===== config.mk =====
export PLATFORM = sky130hd
export DESIGN_NAME = cascade_eval
export DESIGN_NICKNAME = d
export VERILOG_FILES = /design/src/rtl/cascade_eval.sv
export SDC_FILE = /design/constraint.sdc
export NUM_CORES = 2
export LEC_CHECK = 0
export BUFFER_PORTS_ARGS = -buffer_cell sky130_fd_sc_hd__buf_2
export CAP_MARGIN = 20
export CORE_ASPECT_RATIO = 0.8
export CORE_MARGIN = 5
export CORE_UTILIZATION = 50
export CTS_BUF_LIST = sky130_fd_sc_hd__clkbuf_4
export DETAILED_ROUTE_END_ITERATION = 7
export PLACE_DENSITY = 0.67
export SETUP_SLACK_MARGIN = 0.2
export SYNTH_ARGS = -nofsm -noshare
export SYNTH_HDL_FRONTEND = slang
export SYNTH_SLANG_ARGS = --single-unit

===== constraint.sdc =====
create_clock -name clk -period 14.2 [get_ports clk]
set_input_delay 1.42 -clock clk [delete_from_list [all_inputs] [get_ports clk]]
set_output_delay 1.42 -clock clk [all_outputs]
set_load 0.05 [all_outputs]

===== src/rtl/cascade_eval.sv =====
// Sequential Haar-cascade evaluator for one detection window: feature parameters and corner samples arrive as streams.
// Each feature takes 6 cycles (FETCH, 4x CORNER, CMP). The cascade exits on the first failed stage.
module cascade_eval #(
  parameter  int N_RECT        = 3,
  parameter  int W_DATA        = 18,
  parameter  int W_WEIGHT      = 3,
  parameter  int W_STDDEV      = 36,
  parameter  int W_FEAT_TH     = 13,
  parameter  int W_LEAF        = 14,
  parameter  int W_STAGE_TH    = 11,
  parameter  int STAGE_NUM     = 25,
  parameter  int MAX_WEAKCOUNT = 211,
  localparam int W_STAGE       = (STAGE_NUM > 1) ? $clog2(STAGE_NUM) : 1
) (
  input  logic                         clk,
  input  logic                         rstn,
  input  logic                         stddev_valid,
  output logic                         stddev_ready,
  input  logic [W_STDDEV-1:0]          stddev_data,
  input  logic                         din_valid,
  output logic                         din_ready,
  input  logic [N_RECT*W_DATA-1:0]     din_data,
  input  logic                         param_valid,
  output logic                         param_ready,
  input  logic [N_RECT*W_WEIGHT-1:0]   param_weights,
  input  logic [W_FEAT_TH-1:0]         param_feat_th,
  input  logic [W_LEAF-1:0]            param_leaf_l,
  input  logic [W_LEAF-1:0]            param_leaf_r,
  input  logic                         param_last_weak,
  input  logic [W_STAGE_TH-1:0]        param_stage_th,
  input  logic                         param_last_stage,
  output logic                         result_valid,
  input  logic                         result_ready,
  output logic                         result_data,
  output logic [W_STAGE-1:0]           result_stage
);

  localparam int W_FSUM = W_DATA + W_WEIGHT + $clog2(N_RECT) + 3;
  localparam int W_LHS  = W_FSUM + 12;
  localparam int W_RHS  = W_FEAT_TH + W_STDDEV + 1;
  localparam int W_CMP  = ((W_LHS > W_RHS) ? W_LHS : W_RHS) + 1;
  localparam int W_ACC  = W_LEAF + $clog2(MAX_WEAKCOUNT) + 1;

  typedef enum logic [2:0] {IDLE, FETCH, CORNER, CMP, RESULT} state_t;

  state_t state, state_nxt;

  logic [W_STDDEV-1:0]        stddev_q;
  logic [N_RECT*W_WEIGHT-1:0] weights_q;
  logic signed [W_FEAT_TH-1:0]  feat_th_q;
  logic signed [W_LEAF-1:0]     leaf_l_q;
  logic signed [W_LEAF-1:0]     leaf_r_q;
  logic signed [W_STAGE_TH-1:0] stage_th_q;
  logic                       last_weak_q;
  logic                       last_stage_q;
  logic signed [W_FSUM-1:0]   fsum;
  logic [1:0]                 corner_cnt;
  logic signed [W_ACC-1:0]    stage_acc;
  logic [W_STAGE-1:0]         stage_cnt;

  logic signed [W_FSUM-1:0]   beat_sum, w_ext, d_ext, fsum_nxt;
  logic signed [W_CMP-1:0]    cmp_lhs, cmp_rhs, th_ext, sd_ext;
  logic signed [W_LEAF-1:0]   leaf_sel;
  logic signed [W_ACC-1:0]    acc_new, acc_th;
  logic                       stage_pass, is_final;

  assign stddev_ready = (state == IDLE);
  assign param_ready  = (state == FETCH);
  assign din_ready    = (state == CORNER);
  assign result_valid = (state == RESULT);

  // Weighted sum of this beat's corner samples across all rectangles.
  always_comb begin
    beat_sum = '0;
    w_ext    = '0;
    d_ext    = '0;
    for (int i = 0; i < N_RECT; i++) begin
      w_ext    = W_FSUM'($signed(weights_q[i*W_WEIGHT +: W_WEIGHT]));
      d_ext    = W_FSUM'({1'b0, din_data[i*W_DATA +: W_DATA]});
      beat_sum = beat_sum + w_ext * d_ext;
    end
    // TR and BL corners subtract, TL and BR add.
    if (corner_cnt == 2'd1 || corner_cnt == 2'd2) fsum_nxt = fsum - beat_sum;
    else                                          fsum_nxt = fsum + beat_sum;
  end

  always_comb begin
    cmp_lhs    = W_CMP'(fsum);
    cmp_lhs    = cmp_lhs <<< 12;
    th_ext     = W_CMP'(feat_th_q);
    sd_ext     = W_CMP'(stddev_q);
    cmp_rhs    = th_ext * sd_ext;
    leaf_sel   = (cmp_lhs < cmp_rhs) ? leaf_l_q : leaf_r_q;
    acc_new    = stage_acc + W_ACC'(leaf_sel);
    acc_th     = W_ACC'(stage_th_q);
    stage_pass = !(acc_new < acc_th);
    is_final   = last_stage_q || (stage_cnt == W_STAGE'(STAGE_NUM - 1));
  end

  always_ff @(posedge clk or negedge rstn) begin
    if (!rstn) state <= IDLE;
    else       state <= state_nxt;
  end

  always_comb begin
    state_nxt = state;
    case (state)
      IDLE:    if (stddev_valid) state_nxt = FETCH;
      FETCH:   if (param_valid) state_nxt = CORNER;
      CORNER:  if (din_valid && corner_cnt == 2'd3) state_nxt = CMP;
      CMP: begin
        if (!last_weak_q)     state_nxt = FETCH;
        else if (!stage_pass) state_nxt = RESULT;
        else if (is_final)    state_nxt = RESULT;
        else                  state_nxt = FETCH;
      end
      RESULT:  if (result_ready) state_nxt = IDLE;
      default: state_nxt = IDLE;
    endcase
  end

  always_ff @(posedge clk or negedge rstn) begin
    if (!rstn) begin
      stddev_q     <= '0;
      weights_q    <= '0;
      feat_th_q    <= '0;
      leaf_l_q     <= '0;
      leaf_r_q     <= '0;
      stage_th_q   <= '0;
      last_weak_q  <= 1'b0;
      last_stage_q <= 1'b0;
      fsum         <= '0;
      corner_cnt   <= '0;
      stage_acc    <= '0;
      stage_cnt    <= '0;
      result_data  <= 1'b0;
      result_stage <= '0;
    end else begin
      case (state)
        IDLE: if (stddev_valid) begin
          stddev_q  <= stddev_data;
          stage_acc <= '0;
          stage_cnt <= '0;
        end
        FETCH: if (param_valid) begin
          weights_q    <= param_weights;
          feat_th_q    <= param_feat_th;
          leaf_l_q     <= param_leaf_l;
          leaf_r_q     <= param_leaf_r;
          last_weak_q  <= param_last_weak;
          stage_th_q   <= param_stage_th;
          last_stage_q <= param_last_stage;
          fsum         <= '0;
          corner_cnt   <= '0;
        end
        CORNER: if (din_valid) begin
          fsum       <= fsum_nxt;
          corner_cnt <= corner_cnt + 2'd1;
        end
        CMP: begin
          if (!last_weak_q) begin
            stage_acc <= acc_new;
          end else if (!stage_pass) begin
            result_data  <= 1'b0;
            result_stage <= stage_cnt;
          end else if (is_final) begin
            result_data  <= 1'b1;
            result_stage <= stage_cnt;
          end else begin
            stage_acc <= '0;
            stage_cnt <= stage_cnt + W_STAGE'(1);
          end
        end
        default: ;
      endcase
    end
  end

endmodule

* After elaboration in Yosys (flattened, before gate mapping) *
Index checks and enable logic that the tools add are counted.

operators by class
  add/subtract/negate cells = 7
  multipliers = 4
  div/mod/pow operators = 0
  order comparisons = 2
  equal/unequal tests = 18
  shifts and indexed selects = 0
  mux-type cells = 30
  bitwise logic cells = 0
  reduce and logical (&&, ||, !) cells = 14

operators with widths
  kind                                                                   count
  23-bit two-way mux                                                     4
  26-bit two-way mux                                                     3
  3-bit by 19-bit multiplier with 22-bit output                          3
  26-bit one-hot mux with 2 select lines                                 1
  38-bit by 50-bit less-than comparator with 1-bit output                1
  13-bit by 37-bit multiplier with 50-bit output                         1
  23-bit one-hot mux with 2 select lines                                 1
  5-bit two-way mux                                                      6
  26-bit by 24-bit adder with 26-bit output                              1
  26-bit by 24-bit subtractor with 26-bit output                         1
  23-bit by 22-bit adder with 24-bit output                              1
  22-bit by 22-bit adder with 23-bit output                              1
  23-bit by 14-bit adder with 23-bit output                              1
  23-bit by 11-bit less-than comparator with 1-bit output                1
  3-bit two-way mux                                                      7
  3-bit one-hot mux with 5 select lines                                  1
  14-bit two-way mux                                                     1
  2-bit inequality test, second input constant                           6
  5-bit one-hot mux with 2 select lines                                  1
  4-bit AND reduction                                                    2
  3-bit by 2-bit equality test with 1-bit output, second input constant  2
  3-bit inequality test, second input constant                           2
  3-bit AND reduction                                                    2
  2-bit nonzero test                                                     3
  16 further kinds                                                       22

word-level totals
  register bits after elaboration = 164
  latch bits = 0
  RAM bits = 0
  memory bits (read-only) = 0
  input bits = 159
  word-level logic and storage cells = 90
  memories kept = 0

* Depth between registers and ports, before layout *
  depth after elaboration = 8
  mapped depth = 62
  depth with buffers taken out = 58

* Least setup slack after synthesis *
OpenSTA, ideal clock, no wires.

  path kind = register to register
  start = register feat_th_q[4]
  end = register result_data
  setup time = 0.125 ns
  arrival time = 12.616 ns
  path slack = 1.459 ns
  cell stages (with the launch flop) = 57
  path buffers = 3
  period minus slack after synthesis = 12.741 ns
  path through = dfrtp_1 > clkbuf_1 > clkbuf_1 > nand2_1 > fa_1 > fa_1 > inv_1 > fa_1 > fa_1 > fa_1 > fa_1 > ha_1 > o21a_1 > o21ai_0 > a22oi_1 > o2111a_1 > o311ai_0 > a21oi_1 > (+21 left out) > o21ai_0 > nand3_1 > o21ai_0 > nand2b_1 > a21oi_1 > xnor2_1 > ha_1 > a21oi_1 > nor2b_1 > o21ai_0 > nand2b_1 > a21oi_1 > nor2b_1 > o21ai_0 > nor4bb_1 > a211oi_2 > nor2_1 > mux2_2

on the way
  longest elaborated chain between the ends = 7
  elaborated cells on any way between the ends = 8
  classes of those cells = 1 x add/sub; 1 x mul; 2 x order compare; 2 x mux; 2 x reduce/logical

RTL lines
  element                                                      line  source
  start, declared                                              50    logic signed [W_FEAT_TH-1:0] feat_th_q;
  start signal, assigned                                       147   feat_th_q <= param_feat_th;
  13-bit by 37-bit multiplier with 50-bit output (*)           92    cmp_rhs = th_ext * sd_ext;
  38-bit by 50-bit less-than comparator with 1-bit output (*)  93    leaf_sel = (cmp_lhs < cmp_rhs) ? leaf_l_q : leaf_r_q;
  14-bit two-way mux (*)                                       93
  23-bit by 14-bit adder with 23-bit output (*)                94    acc_new = stage_acc + W_ACC'(leaf_sel);
  23-bit by 11-bit less-than comparator with 1-bit output (*)  96    stage_pass = !(acc_new < acc_th);
  2-bit nonzero test (no line)                                 n/a
  3-bit AND reduction (no line)                                n/a
  end signal, assigned                                         136   result_data <= 1'b0;
  end signal, assigned                                         164   result_data <= 1'b0;
  end signal, assigned                                         167   result_data <= 1'b1;
  end, declared                                                34    output logic result_data,

Mark *: on every way between the ends. The rest lies on a longest branch, timed or not.
A chain may end at the register's enable or synchronous reset.

* Worst setup path in the final report *
  start = register feat_th_q[7]
  end = register result_stage[4]

on the way
  longest elaborated chain between the ends = 7
  elaborated cells on any way between the ends = 8
  classes of those cells = 1 x add/sub; 1 x mul; 2 x order compare; 2 x mux; 2 x reduce/logical

RTL lines
  element                                                      line  source
  13-bit by 37-bit multiplier with 50-bit output (*)           92
  38-bit by 50-bit less-than comparator with 1-bit output (*)  93
  14-bit two-way mux (*)                                       93
  23-bit by 14-bit adder with 23-bit output (*)                94
  23-bit by 11-bit less-than comparator with 1-bit output (*)  96
  2-bit nonzero test (no line)                                 n/a
  3-bit AND reduction (no line)                                n/a
  end signal, assigned                                         165   result_stage <= stage_cnt;
  end signal, assigned                                         168   result_stage <= stage_cnt;
  end, declared                                                35    output logic [W_STAGE-1:0] result_stage

Marked as above.

==> flow_metrics.env <==
export IMPL_synth_nets=4317
export IMPL_fin_crit_sh_pct=92.9
export IMPL_hold_class="reg -> reg"
export IMPL_synthArstFlopShare_pct=100
export IMPL_cts_sinks=164
export IMPL_cts_root_buf="clkbuf_4"
export IMPL_crit_fanout=31
export IMPL_drive_gt1_share_pct=10.7
export IMPL_synth_warnings=0
export IMPL_min_from="corner_cnt[1]$_DFFE_PN0P_"
export IMPL_ctsHoldBuffers=0
export IMPL_r2r_cells=48
export IMPL_rsz0062_at_grt="no"
export IMPL_yosys_area_top_type="fa_1"
export IMPL_synth_flop_cell="dfrtp_1"
export IMPL_clock_path_buffers=2
export IMPL_grt_start_max_net_pins=88
export IMPL_skew_ns=0.0412
export IMPL_worst_slew_pin_slew_ns=0.920
export IMPL_cts_setup_buffers=0
export IMPL_synth_top_area_share_pct=32.7
export IMPL_slew_headroom_pct=38.7
export IMPL_reg2reg_to="result_stage[4]$_DFFE_PN0P_"
export IMPL_ff2ff_setup_slack_ns=1.00
export IMPL_vias=23000
export IMPL_worstPathRequired_ns=14.88
export IMPL_rows=81
export IMPL_track_usage_pct=22.6
export IMPL_layout_common_cells="nand2_1 (550), fa_1 (502), inv_1 (421), ha_1 (312), and2_1 (226)"
export IMPL_crit_type="reg -> reg"
export IMPL_start_util_pct=50.4
export IMPL_drt_iter0_drc=1606
export IMPL_endpoint_kind="flop"
export IMPL_die_h_um=232
export IMPL_path_common_cell="a21o_1"
export IMPL_gr_total_overflow=0
export IMPL_avgRoutedWirePerCell_um=17.0
export IMPL_syn_avg_cell_area_um2=9.20
export IMPL_clk_pin_slew_ns=0.18
export IMPL_cap_violations=0
export IMPL_cp_startpoint="feat_th_q[7]$_DFFE_PN0P_"
export IMPL_yosysSeqAreaShare_pct=13.3
export IMPL_finalHoldViolCount=0
export IMPL_max_stage_delay_ns=0.67
export IMPL_finalNonFillerCells=4277
export IMPL_placed_cells=4237
export IMPL_synthTopCellsByArea="fa_1 (33%), dfrtp_1 (13%), ha_1 (13%), nand2_1 (6.7%), inv_1 (5.1%)"
export IMPL_drv_slew=0
export IMPL_synth_area_um2=30800
export IMPL_cp_start_kind="flop"
export IMPL_insertion_delay_ns=0.79
export IMPL_wirelength_mm=72.9
export IMPL_grt_pass1_wl_mm=122
export IMPL_setup_worst_path_end="result_stage[4]$_DFFE_PN0P_"
export IMPL_whs_path_depth=2
export IMPL_antenna_found_initial=6
export IMPL_worst_ep_arrival_time_ns=13.88
export IMPL_syn_inst=3344
export IMPL_dieArea_um2=66600
export IMPL_grt_pass1_vias=23600
export IMPL_htree_levels=4
export IMPL_ios=169
export IMPL_place_hpwl_mm=58.6
export IMPL_timing_fmax_mhz=75.8
export IMPL_r2r_start="feat_th_q[7]$_DFFE_PN0P_"
export IMPL_cts_tree="built"
export IMPL_setup_tns_ns=0
export IMPL_ys_seq_elements=164
export IMPL_nets=4400
export IMPL_postCtsResizedCells=0
export IMPL_drt_first_pass_iters=6
export IMPL_crit_slowest_cell="a211oi_2"
export IMPL_ant_nets=0
export IMPL_vias_per_cell=5.38
export IMPL_cts_made_buffers=17
export IMPL_syn_to_final_growth_pct=6.94
export IMPL_drc=0
export IMPL_ys_types=86
export IMPL_final_min_clock_period_ns=13.20
export IMPL_final_common_cell="nand2_1"
export IMPL_io_buffers=168
export IMPL_die_w_um=287
export IMPL_status="complete, no violations"
export IMPL_gp_congestion=0.862
export IMPL_finalSetupViolations=0
export IMPL_core_region_area_um2=61000
export IMPL_synth_edf_count=0
==> layout make-up <==
| cell class | instances | area, um^2 |
|---|---|---|
| clock buffer | 17 | 128 |
| clock inverter | 15 | 206 |
| sequential | 164 | 4120 |
| inverter | 423 | 1590 |
| fill | 5741 | 28100 |
| antenna | 7 | 17.5 |
| timing repair buffer | 208 | 1220 |
| multi-input combinational | 2613 | 24600 |
| tap | 830 | 1040 |
==> cells in the mapped netlist (all sizes together) (4+ instances only) <==
cell,n
nand2,550
fa,502
inv,421
ha,312
and2,230
dfrtp,164
clkbuf,131
a21oi,108
nor2,108
o21ai,92
a21o,75
mux2,70
xnor2,69
nand2b,60
xor2,46
nor2b,45
nor3,32
nand3,27
a22o,26
o21a,26
nand4,22
a31oi,18
o21bai,18
a211oi,15
and3,15
buf,13
o31ai,13
or3,11
o211ai,10
a31o,9
a21boi,8
or2,7
nor4,6
o311ai,6
a2111oi,5
and4,5
mux2i,5
a211o,4
a221oi,4
a41oi,4
o41ai,4
==> worst min path at each step <==
| stage | endpoint |
|---|---|
| 2_1_floorplan | corner_cnt[1]$_DFFE_PN0P_ |
| 3_3_place_gp | corner_cnt[1]$_DFFE_PN0P_ |
| 3_5_place_dp | corner_cnt[1]$_DFFE_PN0P_ |
| 4_1_cts | corner_cnt[1]$_DFFE_PN0P_ |
| 5_1_grt | corner_cnt[1]$_DFFE_PN0P_ |
| 6_report | corner_cnt[1]$_DFFE_PN0P_ |
==> sequential cells by signal, indices dropped and copies added (netlist names), 9 cells and up <==
register	flops
weights_q	9
feat_th_q	13
stage_th_q	11
leaf_l_q	14
leaf_r_q	14
fsum	26
stage_acc	23
stddev_q	36
==> per-layer routing <==
metal,vias up,GRT usage (%),part of all wire [%]
li1,11000,-,-
met1,11500,32.8,47
met2,480,36.8,47
met3,85,2.26,3.9
met4,0,5.79,1.9
met5,-,0,0
==> worst max-delay path, delay by kind of cell (launching register included) <==
family          cells  cell delay [ns]
xor+xnor            2             0.25
mux                 2             0.70
compound gates     28             6.59
fa+ha+maj          10             3.90
flops               1             0.54
buf+inv             3             0.67
simple gates        3             0.44
==> per-stage QoR <==
| step | hold slack (ns) | instance area [um^2] | util, % | setup slack [ns] |
|---|---|---|---|---|
| final | 0.516 | 32900 | 53.9 | 1.00 |
| after global routing | 0.541 | 32900 | 53.9 | 0.263 |
| after CTS | 0.515 | 32800 | 53.8 | 0.255 |
| after detailed placement | 0.475 | 32500 | 53.2 | 0.347 |
| after global placement | 0.467 | 32400 | 53.2 | 0.676 |
| after floorplan | 0.453 | 30800 | - | 1.46 |
==> kinds of logic (layout without fill, tap and decap cells) <==
logic type | count (synthesis) | after routing | share of synthesized area, %
AOI/OAI and AO/OA | 476 | 476 | 10.6
xor gates and xnor gates | 115 | 115 | 3.30
adders and majority gates | 814 | 814 | 45.3
buffers and inverters | 567 | 663 | 6.92
DFF | 164 | 164 | 13.3
muxes | 75 | 75 | 2.72
other | 0 | 7 | 0
and+or+nand+nor | 1133 | 1133 | 17.7
Power is not shown: default switching activity piles up to over one toggle a cycle in this logic, so the estimate is an artifact.
